### src/rtl/ysyx_25040111_mem_arbiter_pkg.sv
// Shared types for the IFU/LSU memory arbiter: FSM state encoding and owner codes.
package ysyx_25040111_mem_arbiter_pkg;

    typedef enum logic [1:0] {
        ST_IDLE  = 2'd0,
        ST_ISSUE = 2'd1,
        ST_WAIT  = 2'd2,
        ST_DONE  = 2'd3
    } arb_state_e;

    // Owner code doubles as the bit index of that requester in the picker's req/gnt vectors.
    typedef enum logic {
        OWN_IFU = 1'b0,
        OWN_LSU = 1'b1
    } owner_e;

endpackage

### src/rtl/ysyx_25040111_mem_arbiter_rr_pick.sv
// Two-way grant picker: fixed LSU priority or alternate-on-tie, one-hot grant, combinational.
module ysyx_25040111_rr_pick
    import ysyx_25040111_mem_arbiter_pkg::*;
(
    input  logic [1:0] req,
    input  owner_e     last,
    input  logic       prio_mode,
    output logic [1:0] gnt
);

    // NOTE: every output gets a default before the case so no path leaves it unassigned (no latch).
    always_comb begin
        gnt = 2'b00;
        case (req)
            2'b01: gnt = 2'b01;
            2'b10: gnt = 2'b10;
            2'b11: begin
                if (prio_mode || last == OWN_IFU) begin
                    gnt = 2'b10;
                end else begin
                    gnt = 2'b01;
                end
            end
            default: gnt = 2'b00;
        endcase
    end

endmodule

### src/rtl/ysyx_25040111_mem_arbiter.sv
// Shares one valid/ready memory port between IFU and LSU, one transaction at a time,
// with a timeout that answers with an error response when memory never replies.
module ysyx_25040111_mem_arbiter
    import ysyx_25040111_mem_arbiter_pkg::*;
#(
    parameter int ADDR_W   = 32,
    parameter int DATA_W   = 32,
    parameter int LSU_PRIO = 1,
    parameter int TIMEOUT  = 255
) (
    input  logic                clk,
    input  logic                reset,

    input  logic                ifu_req,
    input  logic [ADDR_W-1:0]   ifu_addr,
    output logic                ifu_resp_valid,
    output logic [DATA_W-1:0]   ifu_rdata,

    input  logic                lsu_req,
    input  logic [ADDR_W-1:0]   lsu_addr,
    input  logic                lsu_wen,
    input  logic [DATA_W-1:0]   lsu_wdata,
    input  logic [DATA_W/8-1:0] lsu_wmask,
    output logic                lsu_resp_valid,
    output logic [DATA_W-1:0]   lsu_rdata,

    output logic                resp_err,

    output logic                mem_valid,
    input  logic                mem_ready,
    output logic [ADDR_W-1:0]   mem_addr,
    output logic                mem_wen,
    output logic [DATA_W-1:0]   mem_wdata,
    output logic [DATA_W/8-1:0] mem_wmask,
    input  logic                mem_rvalid,
    input  logic [DATA_W-1:0]   mem_rdata,
    input  logic                mem_rerr,

    output logic                busy,
    output logic                arb_conflict
);

    // Counter can reach TIMEOUT when the handshake lands exactly on the expiry cycle.
    localparam int               CNT_W    = $clog2(TIMEOUT + 1);
    localparam logic [CNT_W-1:0] CNT_LAST = CNT_W'(TIMEOUT - 1);

    arb_state_e        state;
    owner_e            owner;
    owner_e            last_owner;
    logic [CNT_W-1:0]  cnt;
    logic [1:0]        gnt;
    logic              expired;
    logic              finish;
    logic [DATA_W-1:0] fin_data;
    logic              fin_err;

    ysyx_25040111_rr_pick u_pick (
        .req       ({lsu_req, ifu_req}),
        .last      (last_owner),
        .prio_mode (LSU_PRIO != 0),
        .gnt       (gnt)
    );

    assign expired = (cnt >= CNT_LAST);

    // A response in WAIT beats expiry; an accept in ISSUE beats expiry too.
    always_comb begin
        finish   = 1'b0;
        fin_data = '0;
        fin_err  = 1'b0;
        if (state == ST_WAIT && mem_rvalid) begin
            finish   = 1'b1;
            fin_data = mem_rdata;
            fin_err  = mem_rerr;
        end else if (expired && (state == ST_WAIT || (state == ST_ISSUE && !mem_ready))) begin
            finish  = 1'b1;
            fin_err = 1'b1;
        end
    end

    // NOTE: all state here is registered with non-blocking assignments so every read sees pre-edge values.
    always_ff @(posedge clk) begin
        if (reset) begin
            state          <= ST_IDLE;
            owner          <= OWN_IFU;
            last_owner     <= OWN_LSU;
            cnt            <= '0;
            mem_valid      <= 1'b0;
            mem_addr       <= '0;
            mem_wen        <= 1'b0;
            mem_wdata      <= '0;
            mem_wmask      <= '0;
            ifu_resp_valid <= 1'b0;
            lsu_resp_valid <= 1'b0;
            ifu_rdata      <= '0;
            lsu_rdata      <= '0;
            resp_err       <= 1'b0;
            busy           <= 1'b0;
            arb_conflict   <= 1'b0;
        end else begin
            ifu_resp_valid <= 1'b0;
            lsu_resp_valid <= 1'b0;
            arb_conflict   <= 1'b0;

            case (state)
                ST_IDLE: begin
                    if (|gnt) begin
                        state        <= ST_ISSUE;
                        busy         <= 1'b1;
                        cnt          <= '0;
                        mem_valid    <= 1'b1;
                        arb_conflict <= ifu_req & lsu_req;
                        if (gnt[OWN_LSU]) begin
                            owner      <= OWN_LSU;
                            last_owner <= OWN_LSU;
                            mem_addr   <= lsu_addr;
                            mem_wen    <= lsu_wen;
                            mem_wdata  <= lsu_wdata;
                            mem_wmask  <= lsu_wmask;
                        end else begin
                            owner      <= OWN_IFU;
                            last_owner <= OWN_IFU;
                            mem_addr   <= ifu_addr;
                            mem_wen    <= 1'b0;
                            mem_wdata  <= '0;
                            mem_wmask  <= '0;
                        end
                    end
                end

                ST_ISSUE, ST_WAIT: begin
                    cnt <= cnt + 1'b1;
                    if (finish) begin
                        state     <= ST_DONE;
                        mem_valid <= 1'b0;
                        resp_err  <= fin_err;
                        if (owner == OWN_LSU) begin
                            lsu_rdata      <= fin_data;
                            lsu_resp_valid <= 1'b1;
                        end else begin
                            ifu_rdata      <= fin_data;
                            ifu_resp_valid <= 1'b1;
                        end
                    end else if (state == ST_ISSUE && mem_ready) begin
                        state     <= ST_WAIT;
                        mem_valid <= 1'b0;
                    end
                end

                ST_DONE: begin
                    state <= ST_IDLE;
                    busy  <= 1'b0;
                end

                default: state <= ST_IDLE;
            endcase
        end
    end

endmodule
### config.mk
export PLATFORM = sky130hd
export DESIGN_NAME = ysyx_25040111_mem_arbiter
export DESIGN_NICKNAME = d
export VERILOG_FILES = /design/src/rtl/ysyx_25040111_mem_arbiter_pkg.sv /design/src/rtl/ysyx_25040111_mem_arbiter_rr_pick.sv /design/src/rtl/ysyx_25040111_mem_arbiter.sv
export SDC_FILE = /design/constraint.sdc
export NUM_CORES = 1
export LEC_CHECK = 0
export BUFFER_PORTS_ARGS = -buffer_cell sky130_fd_sc_hd__buf_2
export CELL_PAD_IN_SITES_DETAIL_PLACEMENT = 0
export CELL_PAD_IN_SITES_GLOBAL_PLACEMENT = 1
export CORE_MARGIN = 5
export CORE_UTILIZATION = 36
export DETAILED_ROUTE_END_ITERATION = 7
export PLACE_DENSITY = 0.95
export SETUP_SLACK_MARGIN = 0.05
export SKIP_CTS_REPAIR_TIMING = 1
export SYNTH_ARGS = -nofsm -noshare
export SYNTH_HDL_FRONTEND = slang
export SYNTH_HIERARCHICAL = 1
export SYNTH_SLANG_ARGS = --single-unit
### constraint.sdc
create_clock -name clk -period 4.8 [get_ports clk]
set_input_delay 0.72 -clock clk [delete_from_list [all_inputs] [get_ports clk]]
set_output_delay 0.72 -clock clk [all_outputs]
set_load 0.01 [all_outputs]
==> metrics.txt, run 1 <==
Worst Skew 12.90 ps; Max Cap Viol 0; yosys warns 6; fraction of the mapped netlist area in adder cells 1.232%; endpoints failing hold 0; maximum vdd drop 281.7 µV; via count 5994; Slew headroom 31.45%; Distinct cells, synth 40; I/O Pins 279; Post-DP HPWL 12.49 mm; #FFs+latches synth 151; min-delay worst type flip-flop to flip-flop; syn nets 823; Pleak 0.003529 µW; met1 wire length 7.698 mm; Mean Syn Cell Area 9.002 µm²; Area after DPL 0.007580 mm²; pwr/cell area 471.3 mW/mm²; Placed Instances 1120; Avg WL per Cell 15.93 µm; Bufs on Longest Clock Path 2; die height 140.1 µm; Final Setup Violations 0; fmax 402.5 MHz; top sig layer met4; WL final 18.35 mm; Worst EP required 5110 ps; worst endpoint data arrival time 2800 ps; antenna violations before repair 0; Row Count 47; minimum clock period 2484 ps; main combinational cell family by area after synthesis compound AO/OA/AOI/OAI gates; Core ar. 0.01658 mm²; Clock Sinks 151; crit path max fanout 65; Ant. Diodes 0; GP Congestion 0.7535; fin crit share 51.76%; CTS clk-pin slew, worst paths 70 ps; clock root cell clkbuf_16; worst r2r src state[0]; RSZ-0062 raised after global routing false; met3 wire len 1.886 mm; DR vias/cell 5.203; HP Start mem_wdata[1]; Final Util 49.47%; gr usage total 17.99%; CTS tree done; xor/xnor share of the synthesized area 0.7185%; Worst setup SP type flip-flop; design area 0.008204 mm²; Setup Crit Path Kind flip-flop to flip-flop; slew at the pin closest to its max-slew limit 1028 ps; fin nets 1065; share of cells above drive strength 1 35.84%; post-route ant nets 0; Cells after Synth 677; post-synthesis compound-gate area fraction 24.16%; CP Capture Type flip-flop; final global-route overflow total 0; hold slack 451.8 ps; top_reg_cell synth dfxtp_1; largest net degree at the start of global routing 100; Initial Util 36.75%; Die ar. 0.01963 mm²; met2 WL 8.578 mm; CTS H-tree depth 4; post-route insts no fill 1152; status complete, no violations; port bufs 278; DR DRC count 0; simple-gate share of the synthesized area 13.84%; Inserted Clock Buffers 17; Setup TNS Final 0 ps; DR iter-0 viols 296; Critical Path Source state[0]; asr flop ratio synth 0%; post-synthesis sequential area ratio 49.60%; number of synthesized flops with an enable pin 0; Worst-Skew Late Latency 420 ps; synth-to-layout area growth 34.61%; synthesized cell area 0.006095 mm²; Slew Limit Fails 0; post-synthesis mux area share 5.256%; Chip Width 140.1 µm; Detailed Routing Iterations Pass 1 4; first-pass GRT wire length 29.29 mm; vias in the first global route 5735
[worst max-delay path, cell delays in order, from the launching register on]
cell	delay (ps)
dfxtp_1	330
inv_1	100
ha_1	830
o21a_2	280
buf_4	480
nor2_1	80
a211oi_1	250
[synthesized netlist by cell type, types with 5 or more instances]
library cell  count  area [µm²]
mux2i_1          32       320.3
nor2_1           44       165.2
ha_1              6       75.07
nand3_1          42       210.2
clkbuf_1         39       146.4
a21oi_1         109       545.5
buf_2            22       110.1
inv_1             6       22.52
dfxtp_1         151        3023
o21a_1            5       37.54
nand2_1          80       300.3
a211oi_1         33       247.7
a311oi_1         65       569.3
[through the flow]
step / power (µW) / setup WS (ps)
finish: 3867 / 2316
global route: 4090 / 2046
CTS: 3916 / 2272
detailed placement: 2491 / 2158
global placement: 2475 / 2224
floorplan: 2150 / 2778
[logic make-up after synthesis]
kind of cell	count (synthesis)
muxes	32
buffers and inverters	72
and+or+nand+nor	189
xor gates and xnor gates	5
other	1
adders and majority gates	6
AOI/OAI and AO/OA	221
DFF	151
[sequential cells by signal, summed over array words and instances, names as in the netlist, 2 cells and up]
| register | cells |
|---|---|
| cnt | 8 |
| ifu_rdata | 32 |
| lsu_rdata | 32 |
| mem_addr | 32 |
| mem_wdata | 32 |
| mem_wmask | 4 |
| state | 2 |
[cells in the final DEF, fill, tap and decap left out, types with 2 or more instances in the layout]
cell and n:
a311oi_1 65, nand4_1 2, bufinv_16 3, nor2_1 42
nand2_1 79, mux2i_1 32, ha_1 6, dfxtp_1 151
o21ai_0 2, or3_1 3, buf_4 12, clkbuf_16 17
nor3_1 3, xor2_1 3, a21oi_1 108, inv_6 5
buf_2 277, inv_1 6, a211oi_1 33, and2_1 4
nor2_2 3, o21a_1 4, inv_8 2, xnor2_1 2
nand3_1 42, clkinvlp_4 2, nand2b_1 2
[cell type report]
cell class / count / area, µm²
Clock buffer: 18 / 439.2
Clock inverter: 14 / 185.2
Sequential cell: 151 / 3023
Timing Repair Buffer: 289 / 1476
Fill cell: 1622 / 8379
Inverter: 6 / 22.52
Multi-Input combinational cell: 454 / 2783
Tap cell: 220 / 275.3
[worst paths after layout]
check / cells past startpoint / endpoint / slack [ps]
hold / removal: 2 / mem_wdata[1] / 450
hold reg to reg: 2 / mem_wdata[1] / 450
setup reg to reg: 6 / mem_addr[17] / 2320
setup / recovery: 6 / mem_addr[17] / 2320
[power breakdown]
group	total, µW	internal [µW]	switching (µW)
Sequential	1470	1400	73.8
Clock	1410	848	566
Combinational	981	348	633
Total	3870	2590	1270
[layer usage]
layer	track usage (%)	vias to the layer above
met5	0	-
met1	22.77	2758
met3	7.737	14
met4	4.029	0
li1	-	2981
met2	28.64	241
No activity file was read; power rests on OpenSTA's default activity.
==> run 2, diff against run 1 <==
--- a/config.mk
+++ b/config.mk
@@ -9,9 +9,9 @@
 export CELL_PAD_IN_SITES_DETAIL_PLACEMENT = 0
 export CELL_PAD_IN_SITES_GLOBAL_PLACEMENT = 1
 export CORE_MARGIN = 5
-export CORE_UTILIZATION = 36
+export CORE_UTILIZATION = 34
 export DETAILED_ROUTE_END_ITERATION = 7
-export PLACE_DENSITY = 0.95
+export PLACE_DENSITY = 0.92
 export SETUP_SLACK_MARGIN = 0.05
 export SKIP_CTS_REPAIR_TIMING = 1
 export SYNTH_ARGS = -nofsm -noshare
==> constraint.sdc (replaced) <==
create_clock -name clk -period 2.4 [get_ports clk]
set_input_delay 0.36 -clock clk [delete_from_list [all_inputs] [get_ports clk]]
set_output_delay 0.36 -clock clk [all_outputs]
set_load 0.01 [all_outputs]
==> run 2 against run 1 <==
Largest power group unchanged. Fmax rose by 28%. Cell area rose by 1.3%. Clock power rose by 91%. Clock-buffer cell count rose by 2. Critical endpoint is now cnt[7]. Sequential power rose by 100%. Power rose by 98%. Worst hold slack got worse by 250 ps. First-iteration DRC count fell by 8.1%. Critical path type unchanged.
==> metrics.txt, run 2 (synthesis gave the netlist of run 1 again) <==
maximum vdd drop 544.8 µV; CP Buf/Inv Count 1; fill count 1783; RSZ-0062 raised after global routing false; die height 143.9 µm; Crit path max-delay family simple AND/OR/NAND/NOR gates; endpoints failing hold 0; I/O Pins 279; pwr/cell area 921.7 mW/mm²; Row Count 49; port bufs 278; Inserted Clock Buffers 17; CP Capture Type flip-flop; vias in the first global route 5468; cells along the critical path inv_1, ha_1, nor2_1, or3_1, or3_1, a21oi_1; crit path max fanout 11; Bufs on Longest Clock Path 2; CP max stage delay 480 ps; HP Start lsu_wdata[5]; DR DRC count 0; final global-route overflow total 0; antenna violations before repair 0; Final Setup Violations 0; Worst setup SP type flip-flop; Worst Skew 8.906 ps; share of cells above drive strength 1 36.00%; DR vias/cell 5.045; fmax 514.9 MHz; commonest non-fill, non-tap cell in the layout buf_2; Chip Width 143.9 µm; Core ar. 0.01778 mm²; Slew headroom 61.15%; Ant. Diodes 0; synth-to-layout area growth 36.30%; Setup Crit Path Kind flip-flop to flip-flop; slew at the pin closest to its max-slew limit 582.8 ps; Setup TNS Final 0 ps; Max Cap Viol 0; Critical Path Source state[0]; minimum clock period 1942 ps; Worst-Skew Late Latency 420 ps; GP Congestion 0.7684; fin nets 1069; Worst EP required 2740 ps; DR iter-0 viols 272; largest net degree at the start of global routing 71; Detailed Routing Iterations Pass 1 4; Pleak 0.003565 µW; Initial Util 34.28%; Critical Path Most Common Cell or3_1; gr usage total 16.79%; worst r2r src state[0]; post-route insts no fill 1165; Placed Instances 1133; Clock Sinks 151; hold slack 205.0 ps; CTS tree done; Die ar. 0.02070 mm²; CTS clk-pin slew, worst paths 70 ps; CP max-delay cell ha_1; post-route ant nets 0; CTS H-tree depth 4; fin crit share 80.93%; Avg WL per Cell 15.90 µm; most frequent cells in the layout buf_2, dfxtp_1, a21oi_1; WL final 18.53 mm; Post-DP HPWL 12.87 mm; via count 5878; first-pass GRT wire length 27.83 mm; Slew Limit Fails 0; worst endpoint data arrival time 2280 ps; min-delay worst type input port to flip-flop; clock root cell clkbuf_16; status complete, no violations
run 2: cell count changes in the layout (fill, tap and decap cells not counted), sizes merged:
| cell | previous run | this run |
|---|---|---|
| clkinvlp | 2 | 1 |
| buf | 289 | 293 |
| clkbuf | 18 | 20 |
| clkinv | 2 | 5 |
| bufinv | 3 | 2 |
| inv | 13 | 10 |
run 2: layout make-up:
type	instances	area (µm²)	area share (%)
repair buffers	293	1594	19.19
inverters	6	22.52	0.2711
clock buffers	20	456.7	5.498
multi-input cells	454	2783	33.50
well taps	229	286.5	3.449
flip-flops and latches	151	3023	36.39
clock inverters	12	141.4	1.702
run 2: layer usage:
metal / wire (µm) / track usage [%]
met1: 7655 / 21.04
met2: 8774 / 27.36
met3: 1871 / 5.957
met4: 224 / 4.757
met5: 0 / 0
run 2: worst min-delay path, cell delays in order:
cell and delay [ps]:
buf_2 90, nand3_1 70, a21oi_1 60
run 2: report_power, final:
group          switching [µW]  internal [µW]  total, µW
Clock                    1090           1610       2700
Sequential                143           2800       2940
Combinational            1270            741       2010
run 2: stage by stage:
| step | utilization (%) | total power, µW | worst slack (ps) | instance area, µm² |
|---|---|---|---|---|
| after floorplan | - | 4301 | 648.2 | 6095 |
| after global placement | 43.36 | 5010 | 543.8 | 7709 |
| after detailed placement | 43.36 | 5036 | 492.7 | 7709 |
| after CTS | 46.72 | 7781 | 485.4 | 8307 |
| after global routing | 46.72 | 8105 | 315.6 | 8307 |
| final | 46.72 | 7657 | 457.8 | 8307 |
run 2: worst paths after layout:
kind / end / slack (ps) / depth (start not counted)
worst min register to register: mem_wdata[5] / 450 / 2
worst max register to register: cnt[7] / 460 / 6
worst max-delay path: cnt[7] / 460 / 6
worst min-delay path: mem_wdata[5] / 210 / 3
